--- src/rtl/input_buffer_b2_loader.sv ---
`default_nettype none
// ============================================================================
// Module   : input_buffer_b2_loader
// Purpose  : Round-robin write loader for the block-2 input buffer banks.
// Revision : 1.0
// ============================================================================

module input_buffer_b2_loader #(
    parameter int NUM_BANKS  = 8,
    parameter int ADDR_WIDTH = 5,
    parameter int DATA_WIDTH = 32,
    parameter int DEPTH      = 29
) (
    input  logic                             clk,
    input  logic                             rst_n,
    input  logic                             start,
    // Consumer release pulse; "release" itself is a reserved word.
    input  logic                             buf_release,
    input  logic                             in_valid,
    input  logic [DATA_WIDTH-1:0]            in_data,
    output logic                             in_ready,
    output logic [NUM_BANKS*DATA_WIDTH-1:0]  wr_din,
    output logic [NUM_BANKS*ADDR_WIDTH-1:0]  wr_addr,
    output logic [NUM_BANKS-1:0]             wr_wea,
    output logic [NUM_BANKS-1:0]             wr_ena,
    output logic [7:0]                       fill_cnt,
    output logic                             buf_full,
    output logic                             frame_done
);

    localparam int C_PTR_W     = (NUM_BANKS > 1) ? $clog2(NUM_BANKS) : 1;
    localparam int C_FRAME_LEN = NUM_BANKS * DEPTH;

    typedef enum logic [1:0] {
        S_IDLE = 2'd0,
        S_FILL = 2'd1,
        S_FULL = 2'd2
    } state_t;

    state_t                  r_state;
    logic [C_PTR_W-1:0]      r_bank_ptr;
    logic [ADDR_WIDTH-1:0]   r_addr_cnt;

    logic                    w_accept;
    logic                    w_last_word;
    logic                    w_bank_wrap;

    // A start pulse blocks acceptance so the beat cannot land in the old frame.
    assign in_ready    = (r_state == S_FILL) && !start;
    assign w_accept    = in_valid && in_ready;
    assign w_last_word = (fill_cnt == 8'(C_FRAME_LEN - 1));
    assign w_bank_wrap = (r_bank_ptr == C_PTR_W'(NUM_BANKS - 1));

    always_ff @(posedge clk or negedge rst_n) begin
        if (!rst_n) begin
            r_state    <= S_IDLE;
            r_bank_ptr <= '0;
            r_addr_cnt <= '0;
            fill_cnt   <= 8'd0;
            buf_full   <= 1'b0;
            frame_done <= 1'b0;
        end else begin
            frame_done <= 1'b0;
            if (start) begin
                r_state    <= S_FILL;
                r_bank_ptr <= '0;
                r_addr_cnt <= '0;
                fill_cnt   <= 8'd0;
                buf_full   <= 1'b0;
            end else begin
                case (r_state)
                    S_IDLE: begin
                        r_state <= S_IDLE;
                    end
                    S_FILL: begin
                        if (w_accept) begin
                            fill_cnt   <= fill_cnt + 8'd1;
                            r_bank_ptr <= w_bank_wrap ? '0 : r_bank_ptr + 1'b1;
                            if (w_bank_wrap && !w_last_word) begin
                                r_addr_cnt <= r_addr_cnt + 1'b1;
                            end
                            if (w_last_word) begin
                                r_state    <= S_FULL;
                                buf_full   <= 1'b1;
                                frame_done <= 1'b1;
                            end
                        end
                    end
                    S_FULL: begin
                        if (buf_release) begin
                            r_state  <= S_IDLE;
                            buf_full <= 1'b0;
                        end
                    end
                    default: begin
                        r_state <= S_IDLE;
                    end
                endcase
            end
        end
    end

    // Per-bank write port registers; unselected banks keep their last din/addr.
    for (genvar b = 0; b < NUM_BANKS; b++) begin : g_bank
        logic                  w_sel;
        logic                  r_en;
        logic [DATA_WIDTH-1:0] r_din;
        logic [ADDR_WIDTH-1:0] r_addr;

        assign w_sel = w_accept && (r_bank_ptr == C_PTR_W'(b));

        always_ff @(posedge clk or negedge rst_n) begin
            if (!rst_n) begin
                r_en   <= 1'b0;
                r_din  <= '0;
                r_addr <= '0;
            end else begin
                r_en <= w_sel;
                if (w_sel) begin
                    r_din  <= in_data;
                    r_addr <= r_addr_cnt;
                end
            end
        end

        assign wr_ena[b]                                = r_en;
        assign wr_wea[b]                                = r_en;
        assign wr_din[b*DATA_WIDTH +: DATA_WIDTH]       = r_din;
        assign wr_addr[b*ADDR_WIDTH +: ADDR_WIDTH]      = r_addr;
    end

endmodule

`default_nettype wire

--- config.mk ---
export PLATFORM = sky130hd
export DESIGN_NAME = input_buffer_b2_loader
export DESIGN_NICKNAME = d
export VERILOG_FILES = /design/src/rtl/input_buffer_b2_loader.sv
export SDC_FILE = /design/constraint.sdc
export NUM_CORES = 1
export LEC_CHECK = 0
export ABC_CLOCK_PERIOD_IN_PS = 5080
export CORE_MARGIN = 2
export CORE_UTILIZATION = 30
export CTS_CLUSTER_SIZE = 28
export DETAILED_ROUTE_END_ITERATION = 10
export GPL_ROUTABILITY_DRIVEN = 0
export SETUP_SLACK_MARGIN = 0.2
export SLEW_MARGIN = 5
export SYNTH_ARGS = -nofsm -noshare
export SYNTH_HDL_FRONTEND = slang
export SYNTH_SLANG_ARGS = --single-unit
--- constraint.sdc ---
create_clock -name clk -period 5.08 [get_ports clk]
set_input_delay 1.27 -clock clk [delete_from_list [all_inputs] [get_ports clk]]
set_output_delay 1.27 -clock clk [all_outputs]
set_load 0.005 [all_outputs]
# Word level (Yosys, flattened, before mapping)
# Cells that the tools add are included.
# word_totals
latch_bits	0
input_bits	37
rom_bits	0
ram_bits	0
word_cells	93
memories	0
regBits	324
# classes
div	0
n_addsub	3
multipliers	0
shift	0
n_bitwise	0
n_lt_le_gt_ge	0
muxes	25
n_eq_ne	13
reduce_logical	22
# ops
cell	n
2-to-1 mux 8 bit	3
2-to-1 mux 5 bit	4
== test 3 bit, second input constant	4
2-to-1 mux 3 bit	4
logical AND 1 bit	11
inequality test 3 bit, second input constant	3
adder 8 x 1 -> 8 bit, second input constant	1
== test 8 bit, second input constant	1
2-to-1 mux 1 bit	8
2-to-1 mux 2 bit	4
== test 3 x 2 -> 1 bit, second input constant	2
AND reduction 3 bit	2
nonzero test 2 bit	3
adder 5 x 1 -> 5 bit, second input constant	1
one-hot mux 2 bit (2 select lines)	1
AND reduction 4 bit	1
adder 3 x 1 -> 3 bit, second input constant	1
== test 3 x 1 -> 1 bit, second input constant	1
zero test 3 bit	1
nonzero test 3 bit	1
== test 2 x 1 -> 1 bit, second input constant	1
== test 2 bit, second input constant	1
zero test 1 bit	2
one-hot mux 1 bit (2 select lines)	1
AND reduction 2 bit	1

# Longest topological paths before layout
# Gate-level depths: netlist of the first run.
# depth
word_depth	7
ltp_mapped	7
ltp_nobuf	6

# Worst setup path before layout of the first run
# OpenSTA, ideal clock, no wires.
# synth_path
path_type	input port to output port
from	in start
to	out in_ready
arrival_time_ns	1.612
cell_stages	2
path_buffers	1
required_time_ns	3.810
slack_ns	2.198
cell_sequence	clkbuf_1 nor2_1
# synth_via
elab_chain_cells	2
# synth_rtl
item	line_no	rtl
start: declaration	16	input logic start,
zero test 1 bit	49	assign in_ready = (r_state == S_FILL) && !start;
logical AND 1 bit	49	
end: declaration	21	output logic in_ready,
# Every way passes these cells.

# Final worst setup path of the first run
# Ends and elaborated chain as after synthesis.

==> impl_metrics.py, run 1 <==
metrics = {
    "drt": {
        "wl_mm": 34.6,
        "ant_nets": 0,
        "via_per_inst": 4.56,
        "drc": 0,
        "drtIter0Drc": 201,
        "routed.top_layer": "met4",
        "drt-pass1-iter-count": 4,
        "wl_met3_mm": 2.34,
        "wire_per_inst_um": 20.5,
        "wl_met2_mm": 16.0,
        "wl_met1_mm": 15.4,
        "num_vias": 7695,
    },
    "power_and_ir_drop": {
        "clock_power_share_pct": 36.1,
        "p_sw_uw": 1800,
        "swShare_pct": 24.2,
        "leakage_uw": 0.00811,
        "p_per_area_nw_per_um2": 416,
        "pwr-share-comb_pct": 20.7,
        "ir_drop_v": 0.000253,
        "internal_power_uw": 5610,
        "seqPwrFrac_pct": 43.3,
    },
    "final_layout": {
        "antenna_cells": 0,
        "fin_area_um2": 17800,
        "syn2layout_area_growth_pct": 42.9,
        "nets": 1173,
        "drive_above_1_share_pct": 33.0,
        "fillers": 3823,
    },
    "synthesis": {
        "synth_edf_count": 0,
        "seq_area_frac_synth_pct": 65.1,
        "synth_most_common_cell": "dfrtp_1",
        "ys.flop_type": "dfrtp_1",
        "synthArstFlopShare_pct": 100,
        "ys_ff_latch": 324,
        "synth_cell_types": 37,
        "synth_fp_nets": 818,
        "synthTopCellsByCount": "dfrtp_1, mux2_2, buf_2",
        "yosysWarnings": 0,
        "synth_area_per_cell_um2": 16.1,
        "syn_inst": 773,
        "synth_top_area_cell": "dfrtp_1",
        "synth_top_area_share_pct": 65.1,
        "synth_area_leaders": "dfrtp_1, mux2_2, mux2_4, buf_4, buf_2",
        "synth_area_um2": 12500,
    },
    "worst_setup_path": {
        "cp_max_fo": 25,
        "cp.depth": 4,
        "crit_chain": "clkdlybuf4s50_1, buf_4, nor2_1, clkdlybuf4s50_1",
        "endpoint": "in_ready",
        "required_ps": 3810,
        "regToRegSetupSlack_ps": 2380,
        "crit_top_cell": "clkdlybuf4s50_1",
        "critical-path-max-stage-delay_ps": 510,
        "timing.rr.start": "r_state[1]",
        "critical-path-top-delay-family": "buffers and inverters",
        "cp_slowest_cell": "clkdlybuf4s50_1",
        "critPathKind": "in2out",
        "critPathBufInv": 3,
        "cp-startpoint": "start",
        "worstSetupEndpointType": "output pin",
        "cp-start-kind": "input port",
        "rr_worst_depth": 5,
        "arrival_ps": 2500,
        "r2r-end": "g_bank[2].r_addr[0]",
    },
    "sta": {
        "post-route-period-util_pct": 74.3,
        "setup_tns_ps": 0,
        "slew-limit-headroom_pct": 32.3,
        "tightest_slew_ps": 1010,
        "max_freq_mhz": 265,
        "fin_skew_ps": 19.8,
        "period_needed_ps": 3770,
        "setup_slack_ps": 1310,
        "setup_viol": 0,
        "drv_slew": 0,
        "hold_viol": 0,
        "rsz0062_at_grt": "false",
        "hold_ws_ps": 502,
    },
    "clock_network": {
        "cts_setup_buffers": 0,
        "ctsResizeCount": 0,
        "clockBufferDepth": 3,
        "cts_buffers": 38,
        "cts_tree": "done",
        "htree_levels": 2,
        "hold_buffers": 0,
        "clock-sinks": 324,
        "root_buffer": "clkbuf_16",
        "path_clk_slew_ps": 60,
        "clock_latency_ps": 540,
    },
    "floorplan": {
        "design.die.area_um2": 43200,
        "initial_core_util_pct": 30.4,
        "ios": 360,
        "dieHeight_um": 208,
        "core.rowCount": 74,
        "core_area_um2": 40900,
        "die_w_um": 208,
    },
    "run": {
        "cap_violations": 0,
    },
    "global_route": {
        "grt_pass1_wl_mm": 53.0,
        "grt-ovfl-total": 0,
        "antenna_found_initial": 0,
        "grt.total_usage_pct": 16.0,
        "grt_max_degree": 128,
        "grt_pass1_vias": 8057,
    },
    "placement": {
        "place_ws_ps": 980,
        "io_buffers": 359,
        "dp_hpwl_mm": 23.0,
        "placed_cell_area_um2": 16600,
    },
    "status": {
        "status": "completed",
    },
    "min_path": {
        "hold_path.class": "reg2reg",
    },
}
[area by class of cell]
type	count	area (um^2)	share of cell area, %
inverter	10	37.5	0.211
sequential	324	8110	45.6
tap	532	666	3.74
multi-input combinational	382	4000	22.5
timing repair buffer	372	3760	21.1
clock inverter	19	160	0.900
clock buffer	49	1060	5.98
[cell usage in the layout, fill, tap and decap left out, types with 5 or more instances in the layout]
master             n
clkdlybuf4s50_1  358
dfrtp_1          324
mux2_2           277
clkbuf_16         39
mux2_4            19
nor2_1            17
clkinv_2          13
inv_1             10
ha_1               8
buf_4              8
a21oi_1            7
xor2_1             6
nand2_1            5
clkbuf_1           5
clkbuf_8           5
buf_12             5
[kinds of logic (layout without fill, tap and decap cells)]
group / count (synthesis) / after routing / synth area share (%)
buffers and inverters: 67 / 450 / 3.01
xor gates and xnor gates: 10 / 10 / 0.703
adders and majority gates: 8 / 8 / 0.804
muxes: 296 / 296 / 27.3
AOI/OAI and AO/OA: 14 / 14 / 0.703
DFF: 324 / 324 / 65.1
and+or+nand+nor: 54 / 54 / 2.34
[power by group through the flow]
stage / Clock [uW] / Combinational, uW / Sequential (uW)
final: 2670 / 1530 / 3200
after global routing: 2860 / 1630 / 3260
after floorplan: 0 / 422 / 3270
after CTS: 2760 / 1560 / 3210
after global placement: 0 / 1540 / 3230
after detailed placement: 0 / 1550 / 3250
[worst min-delay path by stage]
stage / from / end / slack [ps] / cells past startpoint
final: g_bank[1].r_din[5] / g_bank[1].r_din[5] / 500 / 1
after global routing: g_bank[0].r_din[1] / g_bank[0].r_din[1] / 510 / 1
after CTS: g_bank[2].r_addr[2] / g_bank[2].r_addr[2] / 510 / 1
after detailed placement: g_bank[3].r_din[11] / g_bank[3].r_din[11] / 490 / 1
after global placement: g_bank[0].r_addr[2] / g_bank[0].r_addr[2] / 490 / 1
after floorplan: r_state[1] / buf_full / 490 / 1
[flip-flops by register name (all words and copies together) (netlist names)]
signal	cells
r_state	2
frame_done	1
g_bank.r_din	256
fill_cnt	8
g_bank.r_en	8
buf_full	1
g_bank.r_addr	40
r_addr_cnt	5
r_bank_ptr	3
[worst reg2reg max path, cell delays in order, from the launching register on]
cell	delay, ps
dfrtp_1	410
nand3b_1	430
nor2_1	420
nand3_2	540
buf_4	470
mux2_2	320
[metal layers]
metal	global-route usage [%]	vias up
met2	25.2	235
met3	4.69	48
met1	20.8	3992
li1	-	3420
met5	0	-
met4	5.94	0
[per-stage QoR]
step	utilization, %	total power (uW)	cells
6_report	43.5	7410	1688
5_1_grt	43.5	7750	1688
4_1_cts	43.5	7530	1688
3_5_place_dp	40.5	4810	1620
3_3_place_gp	40.5	4780	1620
2_1_floorplan	-	3690	773
Note: power is estimated with default switching activity, not from simulation.
==> inputs of run 2 (changes only) <==
--- a/config.mk
+++ b/config.mk
@@ -5,7 +5,7 @@
 export SDC_FILE = /design/constraint.sdc
 export NUM_CORES = 1
 export LEC_CHECK = 0
-export ABC_CLOCK_PERIOD_IN_PS = 5080
+export ABC_CLOCK_PERIOD_IN_PS = 3500
 export CORE_MARGIN = 2
 export CORE_UTILIZATION = 30
 export CTS_CLUSTER_SIZE = 28
==> constraint.sdc (replaced) <==
create_clock -name clk -period 3.5 [get_ports clk]
set_input_delay 0.875 -clock clk [delete_from_list [all_inputs] [get_ports clk]]
set_output_delay 0.875 -clock clk [all_outputs]
set_load 0.005 [all_outputs]
==> impl_metrics.py, run 2 (same netlist as run 1, synthesis figures left out) <==
metrics = {
    "sta": {
        "fin_skew_ps": 12.1,
        "slew-limit-headroom_pct": 44.4,
        "setup_tns_ps": 0,
        "rsz0062_at_grt": "false",
        "hold_viol": 0,
        "drv_slew": 0,
        "max_freq_mhz": 342,
        "post-route-period-util_pct": 83.5,
        "tightest_slew_ps": 834,
        "setup_viol": 0,
        "period_needed_ps": 2920,
        "setup_slack_ps": 579,
    },
    "final_layout": {
        "regArea_um2": 8110,
        "antenna_cells": 0,
        "multiInputGateArea_um2": 4000,
        "syn2layout_area_growth_pct": 44.2,
        "top_regs": "g_bank.r_din x256, g_bank.r_addr x40",
        "largest_reg_flops": 256,
        "fillers": 3737,
        "mostFrequentLayoutCells": "clkdlybuf4s50_1, dfrtp_1, mux2_2, clkbuf_16",
        "mostFrequentLayoutCell": "clkdlybuf4s50_1",
        "regMostFlops": "g_bank.r_din",
        "nets": 1184,
        "drive_above_1_share_pct": 33.5,
    },
    "worst_setup_path": {
        "cp.depth": 3,
        "critical-path-max-stage-delay_ps": 520,
        "r2r-end": "g_bank[0].r_addr[0]",
        "cp-start-kind": "input port",
        "critPathBufInv": 2,
        "arrival_ps": 2050,
        "crit_chain": "clkdlybuf4s50_1, nor2_1, clkdlybuf4s50_1",
        "cp_slowest_cell": "clkdlybuf4s50_1",
        "crit_top_cell": "clkdlybuf4s50_1",
        "critPathKind": "in2out",
        "rr_worst_depth": 5,
        "cp-startpoint": "start",
        "cp_max_fo": 5,
        "regToRegSetupSlack_ps": 1390,
        "critical-path-top-delay-family": "buffers and inverters",
        "timing.rr.start": "r_bank_ptr[0]",
        "worstSetupEndpointType": "output pin",
        "required_ps": 2620,
        "endpoint": "in_ready",
    },
    "drt": {
        "wire_per_inst_um": 20.5,
        "via_per_inst": 4.57,
        "drtIter0Drc": 261,
        "num_vias": 7761,
        "ant_nets": 0,
        "drt-pass1-iter-count": 4,
        "drc": 0,
        "wl_mm": 34.8,
    },
    "global_route": {
        "grt_pass1_wl_mm": 53.4,
        "grt-ovfl-total": 0,
        "grt_pass1_vias": 8241,
        "antenna_found_initial": 0,
        "grt.total_usage_pct": 16.1,
        "grt_max_degree": 66,
    },
    "placement": {
        "place_ws_ps": 435,
        "dp_hpwl_mm": 23.6,
        "io_buffers": 359,
    },
    "clock_network": {
        "path_clk_slew_ps": 60,
        "hold_buffers": 0,
        "clock-sinks": 324,
        "clock_latency_ps": 540,
        "cts_setup_buffers": 0,
        "clockBufferDepth": 3,
        "cts_buffers": 37,
        "htree_levels": 2,
        "root_buffer": "clkbuf_16",
        "ctsResizeCount": 0,
        "cts_tree": "done",
    },
    "floorplan": {
        "die_w_um": 208,
        "initial_core_util_pct": 30.4,
        "design.die.area_um2": 43200,
        "core.rowCount": 74,
        "core_area_um2": 40900,
        "dieHeight_um": 208,
        "ios": 360,
    },
    "power_and_ir_drop": {
        "ir_drop_v": 0.000309,
        "leakage_uw": 0.00819,
        "p_per_area_nw_per_um2": 608,
    },
    "run": {
        "cap_violations": 0,
    },
    "min_path": {
        "hold_path.class": "in2async",
    },
    "status": {
        "status": "completed",
    },
}
run 2: per-stage QoR:
step	utilization, %	hold WS [ps]	cell area, um^2	instances	total power, uW
4_1_cts	43.9	266	18000	1699	11100
5_1_grt	43.9	282	18000	1699	11400
6_report	43.9	276	18000	1699	10900
3_3_place_gp	40.7	487	16700	1632	6940
2_1_floorplan	-	487	12500	773	5350
3_5_place_dp	40.7	491	16700	1632	6980
run 2: routing by layer:
metal	vias to the layer above	GRT usage, %	wire, um
met1	4004	21.6	15300
li1	3438	-	-
met2	265	25.0	16100
met5	-	0	0
met3	54	4.78	2470
met4	0	5.40	931
run 2: worst min path at each step:
stage | cells after the start | slack (ps) | from | to
after floorplan | 1 | 490 | r_state[1] | buf_full
after global placement | 1 | 490 | g_bank[3].r_din[2] | g_bank[3].r_din[2]
after detailed placement | 1 | 490 | g_bank[3].r_addr[2] | g_bank[3].r_addr[2]
after CTS | 1 | 270 | rst_n | g_bank[2].r_din[29]
after global routing | 1 | 280 | rst_n | g_bank[0].r_din[27]
final | 1 | 280 | rst_n | g_bank[0].r_din[27]
run 2: worst register-to-register path, cell delays in order (launching register included):
cell and delay, ps:
dfrtp_1 440, inv_1 90, ha_1 200, nand2b_1 130
or3_4 690, mux2_2 430
run 2: cell type report:
type | instances | area share (%)
multi-input cells | 382 | 22.3
well taps | 532 | 3.71
inverters | 10 | 0.209
repair buffers | 384 | 21.5
clock buffers | 57 | 6.42
flip-flops and latches | 324 | 45.1
clock inverters | 10 | 0.773
run 2: power by group:
group,switching [uW],internal (uW)
logic,720,1510
registers,315,4340
clock network,1540,2500
==> inputs of run 3 (changes only) <==
--- a/config.mk
+++ b/config.mk
@@ -5,7 +5,7 @@
 export SDC_FILE = /design/constraint.sdc
 export NUM_CORES = 1
 export LEC_CHECK = 0
-export ABC_CLOCK_PERIOD_IN_PS = 3500
+export ABC_CLOCK_PERIOD_IN_PS = 2700
 export CORE_MARGIN = 2
 export CORE_UTILIZATION = 30
 export CTS_CLUSTER_SIZE = 28
==> constraint.sdc (replaced) <==
create_clock -name clk -period 2.7 [get_ports clk]
set_input_delay 0.675 -clock clk [delete_from_list [all_inputs] [get_ports clk]]
set_output_delay 0.675 -clock clk [all_outputs]
set_load 0.005 [all_outputs]
==> impl_metrics.py, run 3 (same netlist as run 1, synthesis figures left out) <==
metrics = {
    "floorplan": {
        "die_w_um": 208,
        "design.die.area_um2": 43200,
        "ios": 360,
        "initial_core_util_pct": 30.4,
        "dieHeight_um": 208,
        "core.rowCount": 74,
        "core_area_um2": 40900,
    },
    "min_path": {
        "hold_path.class": "in2async",
    },
    "worst_setup_path": {
        "arrival_ps": 1560,
        "worstSetupEndpointType": "output pin",
        "critPathBufInv": 1,
        "critPathKind": "reg2out",
        "crit_chain": "clkdlybuf4s50_1",
        "cp-start-kind": "flop",
        "cp_slowest_cell": "clkdlybuf4s50_1",
        "cp_max_fo": 7,
        "critical-path-max-stage-delay_ps": 550,
        "required_ps": 2030,
        "critical-path-top-delay-family": "buffers and inverters",
    },
    "sta": {
        "setup_tns_ps": 0,
        "setup_slack_ps": 464,
        "fin_skew_ps": 15.3,
        "post-route-period-util_pct": 82.8,
        "slew-limit-headroom_pct": 56.1,
        "max_freq_mhz": 447,
        "hold_viol": 0,
        "tightest_slew_ps": 659,
        "period_needed_ps": 2240,
        "setup_viol": 0,
        "drv_slew": 0,
        "hold_ws_ps": 133,
        "rsz0062_at_grt": "false",
    },
    "power_and_ir_drop": {
        "ir_drop_v": 0.000495,
        "internal_power_uw": 10700,
        "swShare_pct": 23.6,
        "clock_power_share_pct": 36.3,
        "p_sw_uw": 3300,
        "total_power_uw": 14000,
        "seqPwrFrac_pct": 43.0,
        "pwr-share-comb_pct": 20.8,
        "p_per_area_nw_per_um2": 775,
        "leakage_uw": 0.00825,
    },
    "drt": {
        "num_vias": 7774,
        "via_per_inst": 4.55,
        "wl_mm": 34.8,
        "drc": 0,
        "drtIter0Drc": 190,
        "wire_per_inst_um": 20.4,
        "drt-pass1-iter-count": 4,
        "ant_nets": 0,
    },
    "placement": {
        "place_ws_ps": 144,
        "dp_hpwl_mm": 23.7,
        "io_buffers": 359,
    },
    "clock_network": {
        "clockBufferDepth": 3,
        "hold_buffers": 0,
        "path_clk_slew_ps": 60,
        "clock-sinks": 324,
        "clock_latency_ps": 530,
        "htree_levels": 2,
        "cts_buffers": 37,
        "root_buffer": "clkbuf_16",
        "cts_tree": "done",
    },
    "global_route": {
        "grt_max_degree": 74,
        "antenna_found_initial": 0,
        "grt-ovfl-total": 0,
        "grt.total_usage_pct": 16.2,
        "grt_pass1_vias": 8197,
        "grt_pass1_wl_mm": 53.6,
    },
    "final_layout": {
        "antenna_cells": 0,
        "regMostFlops": "g_bank.r_din",
        "largest_reg_flops": 256,
        "drive_above_1_share_pct": 33.8,
        "mostFrequentLayoutCell": "clkdlybuf4s50_1",
        "mostFrequentLayoutCells": "clkdlybuf4s50_1, dfrtp_1, mux2_2, clkbuf_16, buf_4",
        "syn2layout_area_growth_pct": 45.2,
        "top_regs": "g_bank.r_din x256, g_bank.r_addr x40",
        "nets": 1194,
    },
    "run": {
        "cap_violations": 0,
    },
    "status": {
        "status": "completed",
    },
}
==> run 3: stage by stage <==
| stage | util, % | cell area (um^2) | std cells |
|---|---|---|---|
| 2_1_floorplan | - | 12500 | 773 |
| 3_3_place_gp | 41.1 | 16800 | 1640 |
| 3_5_place_dp | 41.1 | 16800 | 1640 |
| 4_1_cts | 44.2 | 18100 | 1707 |
| 5_1_grt | 44.2 | 18100 | 1707 |
| 6_report | 44.2 | 18100 | 1707 |
==> run 3: final timing paths <==
kind                       depth (start not counted)                 from             endpoint  slack [ps]
setup / recovery                                   1          fill_cnt[2]          fill_cnt[2]         460
hold / removal                                     1                rst_n  g_bank[7].r_addr[4]         130
setup reg to reg                                   5           r_state[1]  g_bank[1].r_din[31]         770
hold reg to reg                                    1  g_bank[1].r_din[20]  g_bank[1].r_din[20]         500
max in group asynchronous                          2                rst_n       g_bank[3].r_en        1680
min in group clk                                   1  g_bank[1].r_din[20]  g_bank[1].r_din[20]         500
==> run 3: per-layer routing <==
layer  part of all wire, %  GRT usage (%)  vias up
li1                      -              -     3453
met1                    44           21.0     4030
met2                    47           25.9      243
met3                   6.5           4.81       48
met4                   2.5           5.11        0
met5                     0              0        -
==> run 3: what timing repair did <==
item,CTS,global route
gates resized for setup,2,0
setup buffers,2,0
endpoints found under the setup margin,1,0
==> run 3: final cells by class <==
cell class	count	area, um^2
Timing Repair Buffer	394	4030
Sequential cell	324	8110
Fill cell	3758	22800
Tap cell	532	666
Inverter	10	37.5
Clock buffer	55	1110
Multi-Input combinational cell	382	4000
Clock inverter	10	138
==> run 3: power by group through the flow <==
stage / logic [uW] / registers (uW) / clock network [uW]
after floorplan: 793 / 6150 / 0
after CTS: 2960 / 6030 / 5280
after global placement: 2920 / 6090 / 0
final: 2910 / 6030 / 5080
after global routing: 3090 / 6140 / 5470
after detailed placement: 2950 / 6120 / 0
